**src/rtl/adsr_pkg.sv**
```systemverilog
// adsr_pkg: shared types and constants for the ADSR envelope generator.
//   DW, ATK_OVS_SHIFT : default data width and attack overshoot shift
//   FULL, TGT         : full-scale level and attack target at the default width
//   state_t           : envelope phase encoding driven onto state_out
package adsr_pkg;

    localparam int unsigned DW            = 32;
    localparam int unsigned ATK_OVS_SHIFT = 2;
    localparam int unsigned STATE_W       = 3;
    localparam int unsigned K_W           = 4;

    localparam logic [DW-1:0] FULL = {1'b0, {(DW-1){1'b1}}};
    localparam logic [DW:0]   TGT  = {1'b0, FULL} + ({1'b0, FULL} >> ATK_OVS_SHIFT);

    typedef enum logic [STATE_W-1:0] {
        ST_IDLE    = 3'd0,
        ST_ATTACK  = 3'd1,
        ST_DECAY   = 3'd2,
        ST_SUSTAIN = 3'd3,
        ST_RELEASE = 3'd4
    } state_t;

endpackage

```
**src/rtl/adsr_envelope_if.sv**
```systemverilog
// adsr_envelope_if: control, audio and status bundle of the envelope generator.
//   master : note/gate controller side (drives sample_en, gate, k's, sustain, audio_in)
//   slave  : envelope generator side (drives env_out, state_out, busy, audio_out, audio_valid)
interface adsr_envelope_if #(
    parameter int unsigned DW = adsr_pkg::DW
);
    import adsr_pkg::*;

    logic                sample_en;
    logic                gate;
    logic [K_W-1:0]      attack_k;
    logic [K_W-1:0]      decay_k;
    logic [DW-2:0]       sustain_lvl;
    logic [K_W-1:0]      release_k;
    logic [DW-1:0]       audio_in;
    logic [DW-1:0]       env_out;
    logic [STATE_W-1:0]  state_out;
    logic                busy;
    logic [DW-1:0]       audio_out;
    logic                audio_valid;

    modport master (
        output sample_en, gate, attack_k, decay_k, sustain_lvl, release_k, audio_in,
        input  env_out, state_out, busy, audio_out, audio_valid
    );

    modport slave (
        input  sample_en, gate, attack_k, decay_k, sustain_lvl, release_k, audio_in,
        output env_out, state_out, busy, audio_out, audio_valid
    );

endinterface

```
**src/rtl/adsr_envelope_env_step.sv**
```systemverilog
// env_step: one first-order exponential step, (a-b)>>>k at full signed width.
//   a, b : signed operands (W bits)
//   k    : shift constant
//   step : (a-b)>>>k
//   zero : step == 0
module env_step #(
    parameter int unsigned W = adsr_pkg::DW + 1
) (
    input  logic signed [W-1:0] a,
    input  logic signed [W-1:0] b,
    input  logic        [3:0]   k,
    output logic signed [W-1:0] step,
    output logic                zero
);

    logic signed [W-1:0] diff;

    assign diff = a - b;
    assign step = diff >>> k;
    assign zero = (step == '0);

endmodule

```
**src/rtl/adsr_envelope.sv**
```systemverilog
// adsr_envelope: ADSR amplitude envelope advanced once per audio sample strobe,
// with an optional VCA applying the envelope to audio_in.
//   clk, rst_n : clock, asynchronous active-low reset
//   bus        : adsr_envelope_if.slave (sample_en, gate, k's, sustain_lvl, audio_in in;
//                env_out, state_out, busy, audio_out, audio_valid out)
// Optional feature: define ADSR_VCA_EN to build the audio multiplier; otherwise
// audio_out and audio_valid are tied to zero.
module adsr_envelope
    import adsr_pkg::*;
#(
    parameter int unsigned DW            = adsr_pkg::DW,
    parameter int unsigned ATK_OVS_SHIFT = adsr_pkg::ATK_OVS_SHIFT
) (
    input  logic              clk,
    input  logic              rst_n,
    adsr_envelope_if.slave    bus
);

    localparam int unsigned       W      = DW + 1;
    localparam logic [DW-1:0]     FULL_V = {1'b0, {(DW-1){1'b1}}};
    localparam logic signed [W-1:0] FULL_X = {1'b0, FULL_V};
    localparam logic signed [W-1:0] TGT_X  = FULL_X + (FULL_X >>> ATK_OVS_SHIFT);

    state_t              state_q, state_d, entered;
    logic [DW-1:0]       env_q, env_d;
    logic                gate_q;
    logic                busy_q;

    logic signed [W-1:0] env_x, sus_x;
    logic signed [W-1:0] sa, sb, step, add_x, sub_x;
    logic [K_W-1:0]      sk;
    logic                zero;

    assign env_x = {1'b0, env_q};
    assign sus_x = {2'b00, bus.sustain_lvl};
    assign add_x = env_x + step;
    assign sub_x = env_x - step;

    // Single shared step unit, operands chosen by the phase being entered
    env_step #(.W(W)) u_step (
        .a    (sa),
        .b    (sb),
        .k    (sk),
        .step (step),
        .zero (zero)
    );

    // Next-state and next-envelope logic
    always_comb begin
        entered = state_q;
        state_d = state_q;
        env_d   = env_q;
        sa      = '0;
        sb      = '0;
        sk      = '0;

        // Gate edges override the current phase in the sample they are seen
        if (bus.gate && !gate_q) begin
            entered = ST_ATTACK;
        end else if (!bus.gate && gate_q &&
                     (state_q == ST_ATTACK || state_q == ST_DECAY || state_q == ST_SUSTAIN)) begin
            entered = ST_RELEASE;
        end

        case (entered)
            ST_ATTACK:  begin sa = TGT_X; sb = env_x; sk = bus.attack_k;  end
            ST_DECAY:   begin sa = env_x; sb = sus_x; sk = bus.decay_k;   end
            ST_RELEASE: begin sa = env_x; sb = '0;    sk = bus.release_k; end
            default:    ;
        endcase

        if (bus.sample_en) begin
            state_d = entered;
            case (entered)
                ST_IDLE: env_d = '0;
                ST_ATTACK: begin
                    // Overshooting target guarantees the attack reaches FULL
                    if (add_x >= FULL_X) begin
                        env_d   = FULL_V;
                        state_d = ST_DECAY;
                    end else begin
                        env_d = DW'(add_x);
                    end
                end
                ST_DECAY: begin
                    // Landing on or below sustain (e.g. k=0) ends the phase at once
                    if (zero || env_x <= sus_x || sub_x <= sus_x) begin
                        env_d   = {1'b0, bus.sustain_lvl};
                        state_d = ST_SUSTAIN;
                    end else begin
                        env_d = DW'(sub_x);
                    end
                end
                ST_SUSTAIN: env_d = {1'b0, bus.sustain_lvl};
                ST_RELEASE: begin
                    if (zero || sub_x <= '0) begin
                        env_d   = '0;
                        state_d = ST_IDLE;
                    end else begin
                        env_d = DW'(sub_x);
                    end
                end
                default: begin
                    env_d   = '0;
                    state_d = ST_IDLE;
                end
            endcase
        end
    end

    // State, envelope and gate history registers
    always_ff @(posedge clk or negedge rst_n) begin
        if (!rst_n) begin
            state_q <= ST_IDLE;
            env_q   <= '0;
            gate_q  <= 1'b0;
            busy_q  <= 1'b0;
        end else begin
            state_q <= state_d;
            env_q   <= env_d;
            busy_q  <= (state_d != ST_IDLE);
            if (bus.sample_en) begin
                gate_q <= bus.gate;
            end
        end
    end

    assign bus.env_out   = env_q;
    assign bus.state_out = state_q;
    assign bus.busy      = busy_q;

`ifdef ADSR_VCA_EN
    localparam int unsigned PW = 2 * DW;

    logic signed [PW-1:0] prod;
    logic [DW-1:0]        audio_q;
    logic                 aval_q;

    // Scale by the envelope held before this sample's update
    assign prod = PW'($signed(bus.audio_in)) * PW'($signed(env_q));

    always_ff @(posedge clk or negedge rst_n) begin
        if (!rst_n) begin
            audio_q <= '0;
            aval_q  <= 1'b0;
        end else begin
            aval_q <= bus.sample_en;
            if (bus.sample_en) begin
                audio_q <= DW'(prod >>> (DW - 1));
            end
        end
    end

    assign bus.audio_out   = audio_q;
    assign bus.audio_valid = aval_q;
`else
    assign bus.audio_out   = '0;
    assign bus.audio_valid = 1'b0;
`endif

endmodule
```
**src/flat_wrapper.sv**
```systemverilog
// flat-port wrapper written by rule: the top's interface ports become plain ports
module adsr_envelope_flat import adsr_pkg::*;
#(
    parameter int unsigned DW            = adsr_pkg::DW,
    parameter int unsigned ATK_OVS_SHIFT = adsr_pkg::ATK_OVS_SHIFT
)
  (clk, rst_n, bus_sample_en, bus_gate, bus_attack_k, bus_decay_k, bus_sustain_lvl, bus_release_k, bus_audio_in, bus_env_out, bus_state_out, bus_busy, bus_audio_out, bus_audio_valid);
  adsr_envelope_if #(.DW(DW)) bus_i ();
  input  logic clk;
  input  logic rst_n;
  input wire logic [$bits(bus_i.sample_en)-1:0] bus_sample_en;
  input wire logic [$bits(bus_i.gate)-1:0] bus_gate;
  input wire logic [$bits(bus_i.attack_k)-1:0] bus_attack_k;
  input wire logic [$bits(bus_i.decay_k)-1:0] bus_decay_k;
  input wire logic [$bits(bus_i.sustain_lvl)-1:0] bus_sustain_lvl;
  input wire logic [$bits(bus_i.release_k)-1:0] bus_release_k;
  input wire logic [$bits(bus_i.audio_in)-1:0] bus_audio_in;
  output wire logic [$bits(bus_i.env_out)-1:0] bus_env_out;
  output wire logic [$bits(bus_i.state_out)-1:0] bus_state_out;
  output wire logic [$bits(bus_i.busy)-1:0] bus_busy;
  output wire logic [$bits(bus_i.audio_out)-1:0] bus_audio_out;
  output wire logic [$bits(bus_i.audio_valid)-1:0] bus_audio_valid;
  assign bus_i.sample_en = bus_sample_en;
  assign bus_i.gate = bus_gate;
  assign bus_i.attack_k = bus_attack_k;
  assign bus_i.decay_k = bus_decay_k;
  assign bus_i.sustain_lvl = bus_sustain_lvl;
  assign bus_i.release_k = bus_release_k;
  assign bus_i.audio_in = bus_audio_in;
  assign bus_env_out = bus_i.env_out;
  assign bus_state_out = bus_i.state_out;
  assign bus_busy = bus_i.busy;
  assign bus_audio_out = bus_i.audio_out;
  assign bus_audio_valid = bus_i.audio_valid;
  adsr_envelope #(.DW(DW), .ATK_OVS_SHIFT(ATK_OVS_SHIFT)) u_core (.clk(clk), .rst_n(rst_n), .bus(bus_i));
endmodule
```
**config.mk**
```make
export PLATFORM = sky130hd
export DESIGN_NAME = adsr_envelope_flat
export DESIGN_NICKNAME = d
export VERILOG_FILES = /design/src/rtl/adsr_pkg.sv /design/src/rtl/adsr_envelope_if.sv /design/src/rtl/adsr_envelope_env_step.sv /design/src/rtl/adsr_envelope.sv /design/src/flat_wrapper.sv
export SDC_FILE = /design/constraint.sdc
export NUM_CORES = 1
export LEC_CHECK = 0
export ABC_AREA = 1
export BUFFER_PORTS_ARGS = -buffer_cell sky130_fd_sc_hd__buf_2
export CAP_MARGIN = 0
export CORE_AREA = 3 3 174 210
export DETAILED_ROUTE_END_ITERATION = 10
export DIE_AREA = 0 0 177 213
export SETUP_SLACK_MARGIN = 0.4
export SLEW_MARGIN = 10
export SYNTH_ARGS = -nofsm -noshare
export SYNTH_HDL_FRONTEND = slang
export SYNTH_SLANG_ARGS = --single-unit
```
**constraint.sdc**
```tcl
create_clock -name clk -period 8.16 [get_ports clk]
set_clock_uncertainty 0.15 [all_clocks]
set_input_delay 0.816 -clock clk [delete_from_list [all_inputs] [get_ports clk]]
set_output_delay 0.816 -clock clk [all_outputs]
set_load 0.1 [all_outputs]
```
# Yosys cells after proc, flatten, opt, wreduce, memory -nomap -nowiden
# Cells that the tools add are included.
# Widths: inputs -> output; s select.
# word_totals
reg_bits	37
latch_bits	0
ram_bits	0
rom_bits	0
input_bits	79
output_inout_bits	69
word_cells	48
memories	0
# classes
n_addsub	3
multipliers	0
n_div	0
order_cmp	4
eq_ne	7
n_shift	1
mux	14
n_bitwise	0
reduce_logical	15
# ops
op	count
$pmux 32 s2	2
$pmux 32 s4	1
$mux 32	3
$add 33x33->33	1
$ge 33x32->1 const B	1
$le 33x1->1 const B	1
$le 33x32->1	1
$logic_not 33->1	1
$sshr 33x4->33	1
$sub 32x32->33	1
$sub 33x33->33	1
$le 32x31->1	1
$mux 3	6
$eq 3x2->1 const B	4
$pmux 3 s4	1
$pmux 4 s3	1
$eq 3x1->1 const B	2
$logic_or 1x1->1	5
$reduce_or 2->1	2
$eq 3x3->1 const B	1
$logic_and 1x1->1	3
$logic_not 3->1	1
$reduce_bool 3->1	1
$logic_not 1->1	2

# Logic depth before layout (Yosys ltp)
# Gate-level depths: netlist (run 1).
# logic_depth
ltp_word	18
ltp_mapped	61
mapped_depth_nobuf	59

# By module
# A second synthesis (run 1) with hierarchy kept.
# unflattened
cells_unflattened	2890
area_unflattened_um2	14806.7
# by_module_without_submodules
module	n_inst	cells_each	area_each_um2
adsr_envelope	1	1885	10103.4
env_step	1	1005	4703.3

# Worst setup path after synthesis (run 1)
# Ideal clock, no wire load.
# synth_path
path_type	register to register
start	register u_core.state_q[2], in the netlist u_core.bus.state_out[2]
end	register u_core.env_q[6], in the netlist u_core.bus.env_out[6]
t_arrival_ns	7.687
required_time_ns	7.890
setup_slack_ns	0.202
path_stages_with_launch	55
n_path_buf	6
synth_period_minus_slack_ns	7.958
cell_sequence	dfrtp_1 inv_2 nand3_2 nand3_1 nor2_4 clkbuf_1 buf_1 inv_1 clkbuf_1 o22ai_1 ha_1 inv_1 fa_1 nand2_1 nand3_1 nand3_1 nand2_1 nand2_1 [... 19 more ...] ha_1 nand2_1 nor4_1 o21ai_0 nand3_1 nand2_1 nand2_1 nand3_1 nand2_1 a21oi_1 nor2_1 buf_2 buf_2 nand3_1 nand3_1 nand2_1 nand2_1 nand2_1
# synth_via
elab_chain_cells	16
word_cells_on_any_way	31
# synth_lines
item	line	text
from (decl)	adsr_envelope.sv:24	state_t state_q, state_d, entered;
from (signal assigned)	adsr_envelope.sv:119	state_q <= state_d;
$eq 3x1->1 or $eq 3x2->1 (tied branches)	adsr_envelope.sv:61	(state_q == ST_ATTACK || state_q == ST_DECAY || state_q == ST_SUSTAIN)) begin
$logic_or 1x1->1 (2 in series)	adsr_envelope.sv:61	
$logic_and 1x1->1	adsr_envelope.sv:60	end else if (!bus.gate && gate_q &&
$mux 3 *	adsr_envelope.sv:60	
$mux 3 *	adsr_envelope.sv:58	if (bus.gate && !gate_q) begin
$eq 3x2->1 or $eq 3x3->1 (tied branches)	adsr_envelope.sv:65, adsr_envelope.sv:74	
$reduce_or 2->1 (no source line)	--	
$pmux 32 s2	adsr_envelope.sv:65	case (entered)
$sub 32x32->33	adsr_envelope_env_step.sv:18	assign diff = a - b;
$sshr 33x4->33	adsr_envelope_env_step.sv:19	assign step = diff >>> k;
$sub 33x33->33 or $logic_not 33->1 (tied branches)	adsr_envelope.sv:37, adsr_envelope_env_step.sv:20	
$le 33x1->1, or another cell as far along	adsr_envelope.sv:96	if (zero || sub_x <= '0) begin
$logic_or 1x1->1 (on tied branches)	adsr_envelope.sv:96, adsr_envelope.sv:87	
$mux 32 (on tied branches)	adsr_envelope.sv:96, adsr_envelope.sv:87	
$pmux 32 s4 *	adsr_envelope.sv:74	case (entered)
to (signal assigned)	adsr_envelope.sv:120	env_q <= env_d;
to (decl)	adsr_envelope.sv:25	logic [DW-1:0] env_q, env_d;
# Mark *: on every way between the ends. The rest lies on a longest branch, timed or not.
# A chain may end at the register's enable or synchronous reset.

# Worst setup path in the final report (run 1)
# layout_path
start	input port bus_gate
end	register u_core.env_q[6], in the netlist u_core.bus.env_out[6]
# layout_via
elab_chain_cells	15
word_cells_on_any_way	29
# layout_lines
item	line	text
from (decl)	flat_wrapper.sv:12	input wire logic [$bits(bus_i.gate)-1:0] bus_gate;
$logic_not 1->1	adsr_envelope.sv:60	
$logic_and 1x1->1 (2 in series)	adsr_envelope.sv:60	
$mux 3	adsr_envelope.sv:60	
$mux 3 *	adsr_envelope.sv:58	
$eq 3x2->1 or $eq 3x3->1 (tied branches)	adsr_envelope.sv:65, adsr_envelope.sv:74	
$reduce_or 2->1 (no source line)	--	
$pmux 32 s2	adsr_envelope.sv:65	
$sub 32x32->33	adsr_envelope_env_step.sv:18	
$sshr 33x4->33	adsr_envelope_env_step.sv:19	
$sub 33x33->33 or $logic_not 33->1 (tied branches)	adsr_envelope.sv:37, adsr_envelope_env_step.sv:20	
$le 33x1->1, or another cell as far along	adsr_envelope.sv:96	
$logic_or 1x1->1 (on tied branches)	adsr_envelope.sv:96, adsr_envelope.sv:87	
$mux 32 (on tied branches)	adsr_envelope.sv:96, adsr_envelope.sv:87	
$pmux 32 s4 *	adsr_envelope.sv:74	
# Marked as above.

==> flow_summary.yaml, run 1 <==
sta:
  hold_ws_ps: 429.1
  period_needed_ps: 7878
  layout_setup_ws_ps: 281.9
  setup_viol: 0
  rsz0062_at_grt: "true"
  finalCritPeriodShare: 0.9655
  max_freq_mhz: 126.9
  hold_violations: 0
  worst_slew_pin_slew_ps: 1104
  slew_headroom: 0.2624
  final_max_slew_viol_count: 0
place:
  dpl.cell_count: 3417
  post-place-ws_ps: -446.1
  io_buffers: 82
  hpwl_microns: 50900
  routabilityCongestion: 0.9832
worst_setup_path:
  critPathLaunchType: "primary input"
  cp_common_cell: "buf_4"
  cp_max_fo: 6
  r2r_end: "u_core.bus.env_out[6]"
  end_kind: "flop"
  max_stage_delay_ps: 340
  worstRegToRegCells: 59
  path_class: "primary input to flop"
  cp-startpoint: "bus_gate"
  crit_required_ps: 8240
  r2r-start: "u_core.bus.state_out[0]"
  critPathArrivalTime_ps: 7960
  r2r_setup_slack_ps: 450
  crit_slowest_cell: "ha_4"
logic_synthesis:
  netlist.area_leader.share: 0.2383
  ys_ff_latch: 37
  synthMuxAreaShare: 0
  ys_warn_count: 0
  netlist_instances: 2584
  synth_area_sq_mm: 0.01378
  ys.flop_type: "dfrtp_1"
  syn_avg_cell_area_sq_um: 5.333
  synth_xor_area_frac: 0.03496
  synthAdderAreaFrac: 0.1496
  synth_area_leaders: "nand2_1 (24%), ha_1 (15%), nand3_1 (12%)"
  synth_edf_count: 0
  seq_area_frac_synth: 0.06719
  synth_compound_area_frac: 0.1257
  synth_top_cell_by_area: "nand2_1"
  netlist-cell-type-count: 45
  async_reset_ff_frac: 1.000
  synth_top_family_by_area: "simple AND/OR/NAND/NOR gates"
  yosys.area_share.simple: 0.4683
grt:
  grt_pass1_wl_microns: 94430
  grt_use_total: 0.3174
  grt_max_degree: 39
  grt_pass1_vias: 17900
  overflow: 0
  antenna_found_initial: 0
clock_network:
  postCtsHoldBufs: 0
  clk_pin_slew_ps: 60
  tritoncts: "built"
  worst_skew_pair.late_latency_ps: 290
  numCtsBuffers: 5
  numClockSinks: 37
  clockBufferDepth: 2
  htreeDepth: 2
  root_buffer: "clkbuf_16"
die:
  chipWidth_microns: 177
  fp.coreArea_sq_mm: 0.03481
  dieArea_sq_mm: 0.03770
  initial_core_util: 0.3958
  rows: 75
  die_height_microns: 213
  io_pins: 148
final_layout:
  antenna_cells: 0
  drive_gt1_frac: 0.2839
  final_common_cell: "nand2_1"
  final_nets: 3277
  area_growth_pct: 41.27
  final_cell_mix: "nand2_1 (783), buf_4 (414), inv_1 (363)"
  final_cells: 3498
  utilization: 0.5592
worst_hold_path:
  hp-class: "flop to flop"
  worstHoldStart: "u_core.bus.state_out[0]"
  min_to: "u_core.bus.state_out[0]"
  whs_path_depth: 2
route:
  dr.pass1.iters: 8
  vias: 18860
  drc: 0
  antenna_left: 0
  avgRoutedWirePerCell_microns: 18.16
  routed_wl_microns: 63540
  vias_per_cell: 5.393
  dr.first_iter.drc_count: 1421
outcome:
  status: "completed"
flow_run:
  cap_viol_max_count: 0
==> layout make-up <==
cell class / instances / area [sq um]
Clock buffer: 5 / 125.1
Clock inverter: 3 / 68.82
Fill cell: 3535 / 15350
Inverter: 394 / 1484
Multi-Input combinational cell: 2073 / 12290
Sequential cell: 37 / 929.6
Tap cell: 462 / 578.1
Timing Repair Buffer: 522 / 3973
Timing Repair inverter: 2 / 15.01
==> layer usage <==
| layer | routed length, microns | global-route usage | up-vias |
|---|---|---|---|
| li1 | - | - | 9166 |
| met1 | 25200 | 0.3867 | 8721 |
| met2 | 30720 | 0.5663 | 777 |
| met3 | 3643 | 0.01565 | 199 |
| met4 | 3980 | 0.1615 | 0 |
| met5 | 0 | 0 | - |
==> flip-flops by register name (all words and copies together) (netlist names) <==
register	cells
u_core.bus.busy	1
u_core.bus.env_out	32
u_core.bus.state_out	3
u_core.gate_q	1
==> synthesized netlist by cell type (all sizes together), types with 3 or more instances <==
cell type	n
clkbuf	30
a21oi	156
nor2	196
a31oi	5
a21boi	4
fa	3
o21bai	14
ha	160
clkinv	11
dfrtp	37
a211oi	6
a21o	7
o211ai	5
o221ai	4
nor4	8
nand3	331
nand4	59
nand2	879
buf	82
a22oi	28
nor3	19
nand3b	16
inv	383
xor2	53
o21ai	72
and2	6
==> what timing repair did <==
item | CTS | global route
pin swaps | 47 | 79
setup buffers | 44 | 20
cloned | 5 | 4
setup endpoints to repair | 34 | 36
gates resized for setup | 164 | 211
==> how the worst max path moves through the flow <==
| stage | cells after the start | endpoint |
|---|---|---|
| after CTS | 56 | u_core.bus.env_out[7] |
| after global placement | 53 | u_core.bus.busy |
| after detailed placement | 57 | u_core.bus.env_out[27] |
| after floorplan | 54 | u_core.bus.env_out[6] |
| final | 60 | u_core.bus.env_out[6] |
| after global routing | 60 | u_core.bus.env_out[18] |
==> metrics by stage <==
stage,cell area (sq um),TNS (ps)
floorplan,13910,0
global placement,17070,-11010
detailed placement,17070,-14410
finish,19470,0
CTS,18350,0
global route,19470,-4062
==> worst max-delay path, delay by kind of cell <==
family          cells  cell delay [ps]
compound gates      2              200
fa+ha+maj           2              640
xor+xnor            1              140
buf+inv            22             2680
simple gates       33             3490
==> kinds of logic after synthesis <==
| group | after synthesis |
|---|---|
| simple gates | 1516 |
| buf+inv | 506 |
| compound gates | 306 |
| fa+ha+maj | 163 |
| xor+xnor | 55 |
| flops | 37 |
| other cells | 1 |
Power of run 1 is not shown: default switching activity piles up to over one toggle a cycle in this logic, so the estimate is an artifact.
==> inputs of run 2 (changes only) <==
- CORE_AREA: 3 3 174 210 -> 3 3 164 198
- DIE_AREA: 0 0 177 213 -> 0 0 167 201
==> flow_summary.yaml, run 2 (synthesis results as in run 1) <==
clock_network:
  htreeDepth: 2
  postCtsHoldBufs: 0
  root_buffer: "clkbuf_16"
  worst_skew_pair.late_latency_ps: 290
  numClockSinks: 37
  clockBufferDepth: 2
  tritoncts: "built"
  numCtsBuffers: 5
  clk_pin_slew_ps: 60
sta:
  worst_slew_pin_slew_ps: 1261
  period_needed_ps: 7636
  hold_violations: 0
  fin_tns_setup_ps: 0
  final_max_slew_viol_count: 0
  setup_viol: 0
  finalCritPeriodShare: 0.9358
  slew_headroom: 0.1585
  max_freq_mhz: 131.0
  rsz0062_at_grt: "true"
final_layout:
  final_common_cell: "nand2_1"
  antenna_cells: 0
  drive_gt1_frac: 0.3474
  fillCellCount: 2900
  final_cell_mix: "nand2_1 (697), buf_4 (366), inv_1 (333)"
  area_growth_pct: 46.86
  multiInputGateArea_sq_mm: 0.01354
  largest_reg_flops: 32
  final_nets: 3232
  regArea_sq_um: 929.6
worst_setup_path:
  cp_common_cell: "nand2_2"
  crit_required_ps: 8180
  path_class: "primary input to flop"
  critPathLaunchType: "primary input"
  cp-startpoint: "bus_gate"
  r2r-start: "u_core.bus.state_out[1]"
  cp_max_fo: 8
  crit_slowest_cell: "ha_4"
  end_kind: "flop"
  critPathArrivalTime_ps: 7660
  max_stage_delay_ps: 330
route:
  dr.pass1.iters: 5
  routed_wl_microns: 64100
  vias_per_cell: 5.579
  antenna_left: 0
  drc: 0
  dr.first_iter.drc_count: 1449
  vias: 18900
  avgRoutedWirePerCell_microns: 18.93
die:
  io_pins: 148
  rows: 70
  die_height_microns: 201
  chipWidth_microns: 167
  initial_core_util: 0.4508
  fp.coreArea_sq_mm: 0.03057
  dieArea_sq_mm: 0.03357
place:
  hpwl_microns: 51240
  io_buffers: 82
  routabilityCongestion: 1.024
outcome:
  status: "completed"
grt:
  antenna_found_initial: 0
  grt_pass1_wl_microns: 93460
  overflow: 0
  grt_max_degree: 39
  grt_pass1_vias: 17410
  grt_use_total: 0.3452
worst_hold_path:
  worstHoldStart: "u_core.bus.state_out[0]"
  hp-class: "flop to flop"
flow_run:
  cap_viol_max_count: 0
[run 2: changes by cell type in the layout (fill, tap and decap cells not counted), sizes merged]
cell,change
buf,-44
bufinv,-2
clkinv,+2
clkinvlp,+2
inv,-3
[run 2: path summary, 6_finish.rpt]
kind / to / slack (ps) / cells after the start
worst max-delay path: u_core.bus.env_out[7] / 520 / 58
worst min-delay path: u_core.bus.state_out[0] / 400 / 2
max in group asynchronous: u_core.bus.state_out[0] / 6790 / 1
worst min register to register: u_core.bus.state_out[0] / 400 / 2
worst max register to register: u_core.bus.env_out[7] / 560 / 59
min in group asynchronous: u_core.bus.env_out[27] / 470 / 1
[run 2: final cells by class]
| type | count | share of cell area |
|---|---|---|
| Clock buffer | 5 | 0.006182 |
| Tap cell | 396 | 0.02448 |
| Clock inverter | 3 | 0.0008655 |
| Sequential cell | 37 | 0.04594 |
| Inverter | 394 | 0.07419 |
| Timing Repair Buffer | 478 | 0.1789 |
| Timing Repair inverter | 1 | 0.0003709 |
| Multi-Input combinational cell | 2073 | 0.6691 |
[run 2: metal layers]
layer,share of wire,global-route usage,routed length [microns]
met5,0,0,0
met4,0.058,0.1577,3735
met3,0.055,0.01635,3517
met2,0.49,0.6020,31100
met1,0.40,0.4385,25750
[run 2: repair_timing]
action | in CTS | in global routing
endpoints found under the setup margin | 34 | 36
cloned | 4 | 2
buffers inserted | 8 | 37
gates resized for setup | 117 | 570
pin swaps | 18 | 158
[run 2: worst max-delay path: cells and delay by family]
kind / cells / cell delay [ps]
simple gates: 38 / 3460
buf+inv: 11 / 1640
compound gates: 6 / 1000
fa+ha+maj: 3 / 730
[run 2: metrics by stage]
stage / hold slack (ps) / area (sq um) / util / worst slack, ps / std cells
2_1_floorplan: 370.4 / 13910 / - / 492.5 / 2616
3_3_place_gp: 379.2 / 16790 / 0.5494 / -343.9 / 3328
6_report: 398.3 / 20240 / 0.6621 / 523.7 / 3387
3_5_place_dp: 387.6 / 16790 / 0.5494 / -430.2 / 3328
4_1_cts: 403.8 / 17530 / 0.5736 / 400.9 / 3348
5_1_grt: 434.0 / 20240 / 0.6621 / 151.8 / 3387
Power of run 2 is left out for the same reason.
==> inputs of run 3 (changes only) <==
- CORE_AREA: 3 3 164 198 -> 3 3 215 259
- DIE_AREA: 0 0 167 201 -> 0 0 218 262
- clock period: 8.16 -> 9.4 ns (I/O delays scaled with it)
==> flow_summary.yaml, run 3 (synthesis results as in run 1) <==
outcome:
  status: "completed"
worst_hold_path:
  whs_path_depth: 2
  min_to: "u_core.bus.state_out[0]"
  worstHoldStart: "u_core.bus.state_out[0]"
  hp-class: "flop to flop"
sta:
  rsz0062_at_grt: "false"
  max_freq_mhz: 117.3
  finalCritPeriodShare: 0.9070
  worst_slew_pin_slew_ps: 1175
  period_needed_ps: 8526
  fin_tns_setup_ps: 0
  final_max_slew_viol_count: 0
  setup_viol: 0
  hold_violations: 0
  slew_headroom: 0.2140
worst_setup_path:
  crit_slowest_cell: "ha_1"
  r2r-start: "u_core.bus.state_out[1]"
  end_kind: "flop"
  r2r_setup_slack_ps: 1200
  cp_common_cell: "nand2_1"
  critPathArrivalTime_ps: 8570
  path_class: "primary input to flop"
  max_stage_delay_ps: 400
  r2r_end: "u_core.bus.env_out[6]"
  cp_max_fo: 20
  worstRegToRegCells: 54
  crit_required_ps: 9450
  critPathLaunchType: "primary input"
die:
  io_pins: 148
  initial_core_util: 0.2575
  rows: 93
  die_height_microns: 262
  chipWidth_microns: 218
  dieArea_sq_mm: 0.05712
  fp.coreArea_sq_mm: 0.05353
final_layout:
  final_nets: 2876
  drive_gt1_frac: 0.08387
  final_cell_mix: "nand2_1 (858), inv_1 (369), nand3_1 (323)"
  final_common_cell: "nand2_1"
  area_growth_pct: 11.77
  largest_reg_flops: 32
  antenna_cells: 0
grt:
  grt_use_met2: 0.3659
  grt_pass1_wl_microns: 86770
  grt_util_met1: 0.2193
  grt_max_degree: 59
  overflow: 0
  grt_use_met3: 0.008558
  top_usage_layer: "met2"
  grt_use_total: 0.1930
  antenna_found_initial: 0
  grt_pass1_vias: 15600
route:
  dr.pass1.iters: 6
  vias_per_cell: 5.046
  routed_wl_microns: 58970
  antenna_left: 0
  dr.first_iter.drc_count: 1398
  avgRoutedWirePerCell_microns: 17.62
  vias: 16890
  drc: 0
clock_network:
  postCtsHoldBufs: 0
  clockBufferDepth: 2
  clk_pin_slew_ps: 60
  worst_skew_pair.late_latency_ps: 310
  numClockSinks: 37
  numCtsBuffers: 5
  root_buffer: "clkbuf_16"
  htreeDepth: 2
  tritoncts: "built"
place:
  io_buffers: 82
  routabilityCongestion: 0.9973
  hpwl_microns: 48070
flow_run:
  cap_viol_max_count: 0
## run 3: worst max-delay path: cells and delay by family
family          cells  cell delay [ps]
fa+ha+maj           3             1000
xor+xnor            1              200
buf+inv            10             1400
simple gates       34             4210
compound gates      5              790
## run 3: timing repair
action	in CTS	in global routing
pin swaps	0	9
setup endpoints to repair	1	34
gates cloned	0	4
gates resized for setup	1	84
setup buffers	0	9
## run 3: layout make-up
| cell class | instances | area, sq um |
|---|---|---|
| timing repair inverter | 1 | 6.256 |
| clock inverter | 2 | 10.01 |
| clock buffer | 6 | 128.9 |
| multi-input combinational | 2073 | 11150 |
| sequential | 37 | 925.9 |
| inverter | 394 | 1488 |
| tap | 712 | 890.9 |
| fill | 6267 | 38120 |
| timing repair buffer | 122 | 798.3 |
## run 3: worst max-delay path by stage
stage,from,endpoint,slack [ps],cells after the start
global route,bus_gate,u_core.bus.env_out[6],350,57
finish,bus_gate,u_core.bus.env_out[6],870,53
CTS,bus_gate,u_core.bus.env_out[10],440,53
detailed placement,bus_gate,u_core.bus.env_out[10],110,57
global placement,bus_gate,u_core.bus.env_out[10],190,55
floorplan,u_core.bus.state_out[2],u_core.bus.env_out[6],1440,54
## run 3: stage by stage
step                      utilization  setup WS (ps)  hold WS (ps)  instances  instance area [sq um]
after CTS                      0.2791          437.4         408.1       3334                  14940
final                          0.2878          874.4         403.7       3347                  15400
after global routing           0.2878          353.7         430.5       3347                  15400
after global placement         0.2765          191.1         377.2       3326                  14800
after floorplan                     -           1442         377.0       2616                  13900
after detailed placement       0.2765          105.2         392.0       3326                  14800
## run 3: routing by layer
metal	part of all wire	up-vias
li1	-	8362
met5	0	-
met2	0.50	631
met4	0.064	0
met3	0.047	189
met1	0.39	7707
Power of run 3 is left out for the same reason.
